File: src/rtl/regfile_sb_if.sv
// Issue/write-back bus of the register file. The master side (decode/issue and
// write-back) drives addresses, write data and reservations. The slave side
// (the register file) returns read data and busy flags.
interface regfile_sb_if #(
  parameter int DW = 32,
  parameter int AW = 5
);
  logic [AW-1:0] AddrA;
  logic [AW-1:0] AddrB;
  logic [DW-1:0] DoA;
  logic [DW-1:0] DoB;
  logic          BusyA;
  logic          BusyB;
  logic [AW-1:0] AddrC;
  logic [DW-1:0] DinC;
  logic          wrback;
  logic [AW-1:0] AddrD;
  logic [DW-1:0] DinD;
  logic          wrbackD;
  logic [AW-1:0] RsvAddr;
  logic          RsvEn;

  modport master (
    output AddrA, AddrB, AddrC, DinC, wrback, AddrD, DinD, wrbackD, RsvAddr, RsvEn,
    input  DoA, DoB, BusyA, BusyB
  );

  modport slave (
    input  AddrA, AddrB, AddrC, DinC, wrback, AddrD, DinD, wrbackD, RsvAddr, RsvEn,
    output DoA, DoB, BusyA, BusyB
  );
endinterface

File: src/rtl/regfile_sb.sv
// Two-read / two-write register file with same-cycle write-to-read bypass,
// an optional hardwired zero register and a per-register busy scoreboard.

// One combinational read port. It resolves zero-register, bypass and stored
// state into the data and busy values for its address.
module regfile_sb_rdport #(
  parameter int DW       = 32,
  parameter int AW       = 5,
  parameter int ZERO_REG = 1
) (
  input  logic [AW-1:0] addr,
  input  logic [DW-1:0] stored,
  input  logic          storedBusy,
  input  logic          bypassEn,
  input  logic          wrC,
  input  logic [AW-1:0] addrC,
  input  logic [DW-1:0] dinC,
  input  logic          wrD,
  input  logic [AW-1:0] addrD,
  input  logic [DW-1:0] dinD,
  output logic [DW-1:0] rdData,
  output logic          rdBusy
);
  logic isZero, hitC, hitD;

  assign isZero = (ZERO_REG != 0) && (addr == '0);
  assign hitC   = bypassEn && wrC && (addrC == addr);
  assign hitD   = bypassEn && wrD && (addrD == addr);

  // Port D beats port C, because it also wins the array write when both ports hit.
  // A forwarded write already carries the pending result, so the register is not busy.
  always_comb begin
    rdData = stored;
    rdBusy = storedBusy;
    if (isZero) begin
      rdData = '0;
      rdBusy = 1'b0;
    end else if (hitD) begin
      rdData = dinD;
      rdBusy = 1'b0;
    end else if (hitC) begin
      rdData = dinC;
      rdBusy = 1'b0;
    end
  end
endmodule

module regfile_sb #(
  parameter int DW       = 32,
  parameter int AW       = 5,
  parameter int ZERO_REG = 1
) (
  input  logic         clk,
  input  logic         rst,
  regfile_sb_if.slave  bus
);
  localparam int DEPTH = 2 ** AW;
  localparam int NRD   = 2;

  logic [DEPTH-1:0][DW-1:0] mem;
  logic [DEPTH-1:0]         busy;

  // Effective write and reservation enables. Register 0 is inert when hardwired.
  logic wrC, wrD, rsv;
  assign wrC = bus.wrback  && !((ZERO_REG != 0) && (bus.AddrC   == '0));
  assign wrD = bus.wrbackD && !((ZERO_REG != 0) && (bus.AddrD   == '0));
  assign rsv = bus.RsvEn   && !((ZERO_REG != 0) && (bus.RsvAddr == '0));

  // Array and scoreboard update. The later assignments win: port D over port C,
  // and a new reservation over the clear from a write to the same register.
  always_ff @(posedge clk) begin
    if (rst) begin
      mem  <= '0;
      busy <= '0;
    end else begin
      if (wrC) begin
        mem[bus.AddrC]  <= bus.DinC;
        busy[bus.AddrC] <= 1'b0;
      end
      if (wrD) begin
        mem[bus.AddrD]  <= bus.DinD;
        busy[bus.AddrD] <= 1'b0;
      end
      if (rsv) busy[bus.RsvAddr] <= 1'b1;
    end
  end

  logic [NRD-1:0][AW-1:0] rdAddr;
  logic [NRD-1:0][DW-1:0] rdData;
  logic [NRD-1:0]         rdBusy;

  assign rdAddr = {bus.AddrB, bus.AddrA};

  // Bypass is suppressed during reset so the outputs show only stored state.
  generate
    for (genvar g = 0; g < NRD; g++) begin : gRd
      regfile_sb_rdport #(.DW(DW), .AW(AW), .ZERO_REG(ZERO_REG)) uRd (
        .addr       (rdAddr[g]),
        .stored     (mem[rdAddr[g]]),
        .storedBusy (busy[rdAddr[g]]),
        .bypassEn   (!rst),
        .wrC        (bus.wrback),
        .addrC      (bus.AddrC),
        .dinC       (bus.DinC),
        .wrD        (bus.wrbackD),
        .addrD      (bus.AddrD),
        .dinD       (bus.DinD),
        .rdData     (rdData[g]),
        .rdBusy     (rdBusy[g])
      );
    end
  endgenerate

  assign bus.DoA   = rdData[0];
  assign bus.DoB   = rdData[1];
  assign bus.BusyA = rdBusy[0];
  assign bus.BusyB = rdBusy[1];
endmodule

File: src/flat_wrapper.sv
// flat-port wrapper written by rule: the top's interface ports become plain ports
module regfile_sb_flat 
#(
  parameter int DW       = 32,
  parameter int AW       = 5,
  parameter int ZERO_REG = 1
)
  (clk, rst, bus_AddrA, bus_AddrB, bus_AddrC, bus_DinC, bus_wrback, bus_AddrD, bus_DinD, bus_wrbackD, bus_RsvAddr, bus_RsvEn, bus_DoA, bus_DoB, bus_BusyA, bus_BusyB);
  regfile_sb_if #(.DW(DW), .AW(AW)) bus_i ();
  input  logic clk;
  input  logic rst;
  input wire logic [$bits(bus_i.AddrA)-1:0] bus_AddrA;
  input wire logic [$bits(bus_i.AddrB)-1:0] bus_AddrB;
  input wire logic [$bits(bus_i.AddrC)-1:0] bus_AddrC;
  input wire logic [$bits(bus_i.DinC)-1:0] bus_DinC;
  input wire logic [$bits(bus_i.wrback)-1:0] bus_wrback;
  input wire logic [$bits(bus_i.AddrD)-1:0] bus_AddrD;
  input wire logic [$bits(bus_i.DinD)-1:0] bus_DinD;
  input wire logic [$bits(bus_i.wrbackD)-1:0] bus_wrbackD;
  input wire logic [$bits(bus_i.RsvAddr)-1:0] bus_RsvAddr;
  input wire logic [$bits(bus_i.RsvEn)-1:0] bus_RsvEn;
  output wire logic [$bits(bus_i.DoA)-1:0] bus_DoA;
  output wire logic [$bits(bus_i.DoB)-1:0] bus_DoB;
  output wire logic [$bits(bus_i.BusyA)-1:0] bus_BusyA;
  output wire logic [$bits(bus_i.BusyB)-1:0] bus_BusyB;
  assign bus_i.AddrA = bus_AddrA;
  assign bus_i.AddrB = bus_AddrB;
  assign bus_i.AddrC = bus_AddrC;
  assign bus_i.DinC = bus_DinC;
  assign bus_i.wrback = bus_wrback;
  assign bus_i.AddrD = bus_AddrD;
  assign bus_i.DinD = bus_DinD;
  assign bus_i.wrbackD = bus_wrbackD;
  assign bus_i.RsvAddr = bus_RsvAddr;
  assign bus_i.RsvEn = bus_RsvEn;
  assign bus_DoA = bus_i.DoA;
  assign bus_DoB = bus_i.DoB;
  assign bus_BusyA = bus_i.BusyA;
  assign bus_BusyB = bus_i.BusyB;
  regfile_sb #(.DW(DW), .AW(AW), .ZERO_REG(ZERO_REG)) u_core (.clk(clk), .rst(rst), .bus(bus_i));
endmodule
File: config.mk
export PLATFORM = sky130hd
export DESIGN_NAME = regfile_sb_flat
export DESIGN_NICKNAME = d
export VERILOG_FILES = /design/src/rtl/regfile_sb_if.sv /design/src/rtl/regfile_sb.sv /design/src/flat_wrapper.sv
export SDC_FILE = /design/constraint.sdc
export NUM_CORES = 2
export LEC_CHECK = 0
export ABC_CLOCK_PERIOD_IN_PS = 2850
export CAP_MARGIN = 10
export CORE_ASPECT_RATIO = 1.4
export CORE_MARGIN = 2
export CORE_UTILIZATION = 24
export CTS_BUF_LIST = sky130_fd_sc_hd__clkbuf_2
export CTS_CLUSTER_DIAMETER = 40
export CTS_CLUSTER_SIZE = 10
export DETAILED_ROUTE_END_ITERATION = 8
export PLACE_DENSITY_LB_ADDON = 0.1
export SLEW_MARGIN = 15
export SYNTH_ARGS = -nofsm -noshare
export SYNTH_HDL_FRONTEND = slang
export SYNTH_SLANG_ARGS = --single-unit
File: constraint.sdc
create_clock -name clk -period 2.85 [get_ports clk]
set_input_delay 0.4275 -clock clk [delete_from_list [all_inputs] [get_ports clk]]
set_output_delay 0.4275 -clock clk [all_outputs]
set_load 0.02 [all_outputs]
==> impl_metrics.ini <==
[setup_path]
end_kind = output port
critPathMaxFanout = 3
worstSetupStartpointType = register
crit_top_cell = buf_4
crit_family = compound AO/OA/AOI/OAI gates
r2r_slack_ns = 1.34
worstSetupPathType = register to output port
required_ns = 2.42
worst-path-buf-inv = 3
slowest_delay_ns = 0.47
crit_arrival_ns = 4.03
critPathSlowestCell = mux4_2
cp_cell_sequence = mux4_2, a22o_1, a211oi_2, buf_4, o211ai_1, buf_4, buf_12

[grt]
grt_pass1_wl_um = 561000
antenna_found_initial = 31
grtUsageTotal = 0.291
grt_max_degree = 188
gr-total-overflow = 0
grt_pass1_vias = 64100

[routing]
antenna_left = 0
vias = 65900
wl_met2_um = 189000
avgRoutedWirePerCell_um = 36.8
dr_wl_met3_um = 27000
viasPerCell = 5.86
drc = 0
dr.pass1.iters = 8
top_layer = met5
drtIter0Drc = 7123
wl_met1_um = 166000
drt-total-wl_um = 414000

[sta]
layout_min_cycle_time_ns = 4.45
slew_headroom = 0.0900
fin_skew_ns = 0
rsz0062_at_grt = true
setup_ws_ns = -1.60
worst_pin_slew_ns = 1.37
setup_tns_ns = -76.97
clock.fmax_ghz = 0.225
holdWs_ns = 0.169
min_period_over_period = 1.56
setup_viol_count_final = 66
report.final.slew_viol_count = 0
finalHoldViolCount = 0

[cells_and_area]
layout-drive-gt1-share = 0.296
area_growth_syn_to_layout_pct = 28.7
fin_nets = 7641

[logic_synthesis]
avgSynthCellArea_um2 = 9.11
syn_nets = 7202
synthFlopType = dfxtp_1
synth-seq-cells = 1056
yosysSeqAreaShare = 0.326
synthCells = 7108
yosysTopAreaCellShare = 0.326
syn_area_um2 = 64800
synth_edf_count = 0
synth_top_cell_by_area = dfxtp_1
async_reset_ff_frac = 0
ys_top_cells_by_area = dfxtp_1 33%, mux4_2 14%, mux2i_1 12%
yosysWarnings = 0
synth.distinct_cells = 55

[clock_tree]
cts.path.max_buffers = 4
htreeDepth = 4
worstSkewPairLatency_ns = 1.64
cts-buffers-inserted = 203
cts_sinks = 1056
root_buffer = clkbuf_2
clkTransAtPathRegs_ns = 0.19
cts_tree = done

[placement]
place_ws_ns = -1.25
post-dp-hpwl_um = 273000
io_buffers = 159
place.gp.congestion = 0.894

[floorplan]
dieArea_um2 = 274000
die_y_um = 619
start_util = 0.241
core_um2 = 268000
rows = 225
ios = 160
die_w_um = 443

[run]
drv_cap = 0

[power_and_ir_drop]
power.density_nw_per_um2 = 415
power_leakage_nw = 30.2
total_power_mw = 34.6
vdd_drop_max_mv = 0.249

[hold_path]
hp-class = primary input to register

[status]
violations = negative setup slack
outcome = finished, violations left
## registers in the layout, indices dropped and copies added, names as in the netlist
register     count
u_core.mem    1024
u_core.busy     32
## what timing repair did
item,CTS,global route
gates resized for setup,485,97
setup buffers,21,7
endpoints found under the hold margin,1056,0
gates cloned,0,1
endpoints found under the setup margin,66,69
hold buffers,190,0
pin swaps,150,53
## cell usage in the layout, fill, tap and decap left out, types with 37 or more instances in the layout
| cell type | synthesis | layout |
|---|---|---|
| buf_4 | 22 | 681 |
| dfxtp_1 | 1056 | 891 |
| mux2i_1 | 787 | 768 |
| a211oi_1 | 624 | 557 |
| nor2_1 | 1055 | 1033 |
| buf_6 | 13 | 81 |
| a311oi_1 | 448 | 448 |
| nand3_1 | 451 | 451 |
| dfxtp_2 | 0 | 165 |
| nand4_1 | 50 | 50 |
| nand2_4 | 0 | 37 |
| a211oi_2 | 0 | 53 |
| nand2_1 | 561 | 510 |
| a22o_1 | 62 | 50 |
| clkdlybuf4s50_1 | 0 | 68 |
| o211ai_1 | 49 | 49 |
| mux2_2 | 65 | 65 |
| mux4_2 | 405 | 405 |
| a32oi_1 | 54 | 54 |
| dlygate4sd3_1 | 0 | 183 |
| clkbuf_2 | 13 | 233 |
| o221ai_1 | 62 | 62 |
| buf_12 | 0 | 245 |
## stage by stage
step	utilization	instances	instance area [um^2]
after global routing	0.311	11200	83300
after CTS	0.309	11200	83000
final	0.311	11200	83300
after detailed placement	0.286	10700	76700
after global placement	0.286	10700	76700
after floorplan	-	7108	64800
## layer usage
metal | GRT usage | vias to the layer above
met2 | 0.470 | 3344
met4 | 0.187 | 4
met1 | 0.365 | 33700
met3 | 0.0388 | 867
met5 | 0 | -
li1 | - | 27900
## kinds of logic after synthesis
family          after synthesis  share of synthesized area
buf+inv                    1047                     0.0667
flops                      1056                      0.326
compound gates             1494                      0.184
simple gates               2234                      0.147
xor+xnor                     20                    0.00270
mux                        1257                      0.274
## cell type report
class | count | area (um^2)
diodes | 20 | 50.0
flip-flops and latches | 1056 | 21300
well taps | 3518 | 4400
clock buffers | 233 | 1170
fillers | 27600 | 185000
multi-input cells | 5005 | 41300
clock inverters | 129 | 1430
repair buffers | 1281 | 13600
## synthesized netlist by cell type, drive strengths merged (34+ instances only)
library cell / n
a211oi: 624
a22o: 62
a311oi: 448
a32oi: 54
buf: 303
clkbuf: 744
dfxtp: 1056
mux2: 65
mux2i: 787
mux4: 405
nand2: 561
nand3: 451
nand4: 50
nor2: 1055
nor2b: 39
o211ai: 49
o221ai: 62
o22ai: 34
## tightest hold or removal path, cell delays in order
cell and delay, ns:
dlygate4sd3_1 0.53, clkdlybuf4s50_1 0.42, buf_4 0.19, buf_12 0.18, nor2_1 0.13, a211oi_1 0.05
## power by group
group,total [mW],leakage [nW],internal [mW],switching (mW)
logic,6.52,20.0,2.37,4.15
registers,15.3,8.61,15.1,0.228
clock network,12.8,1.63,5.06,7.76
## worst paths after layout
check	from	to	depth (start not counted)
hold / removal	bus_DinD[13]	u_core.mem[429]	6
setup / recovery	u_core.mem[878]	bus_DoB[14]	7
hold reg to reg	u_core.mem[2]	u_core.mem[2]	1
setup reg to reg	u_core.mem[589]	u_core.mem[589]	5
No activity file was read; power rests on OpenSTA's default activity.
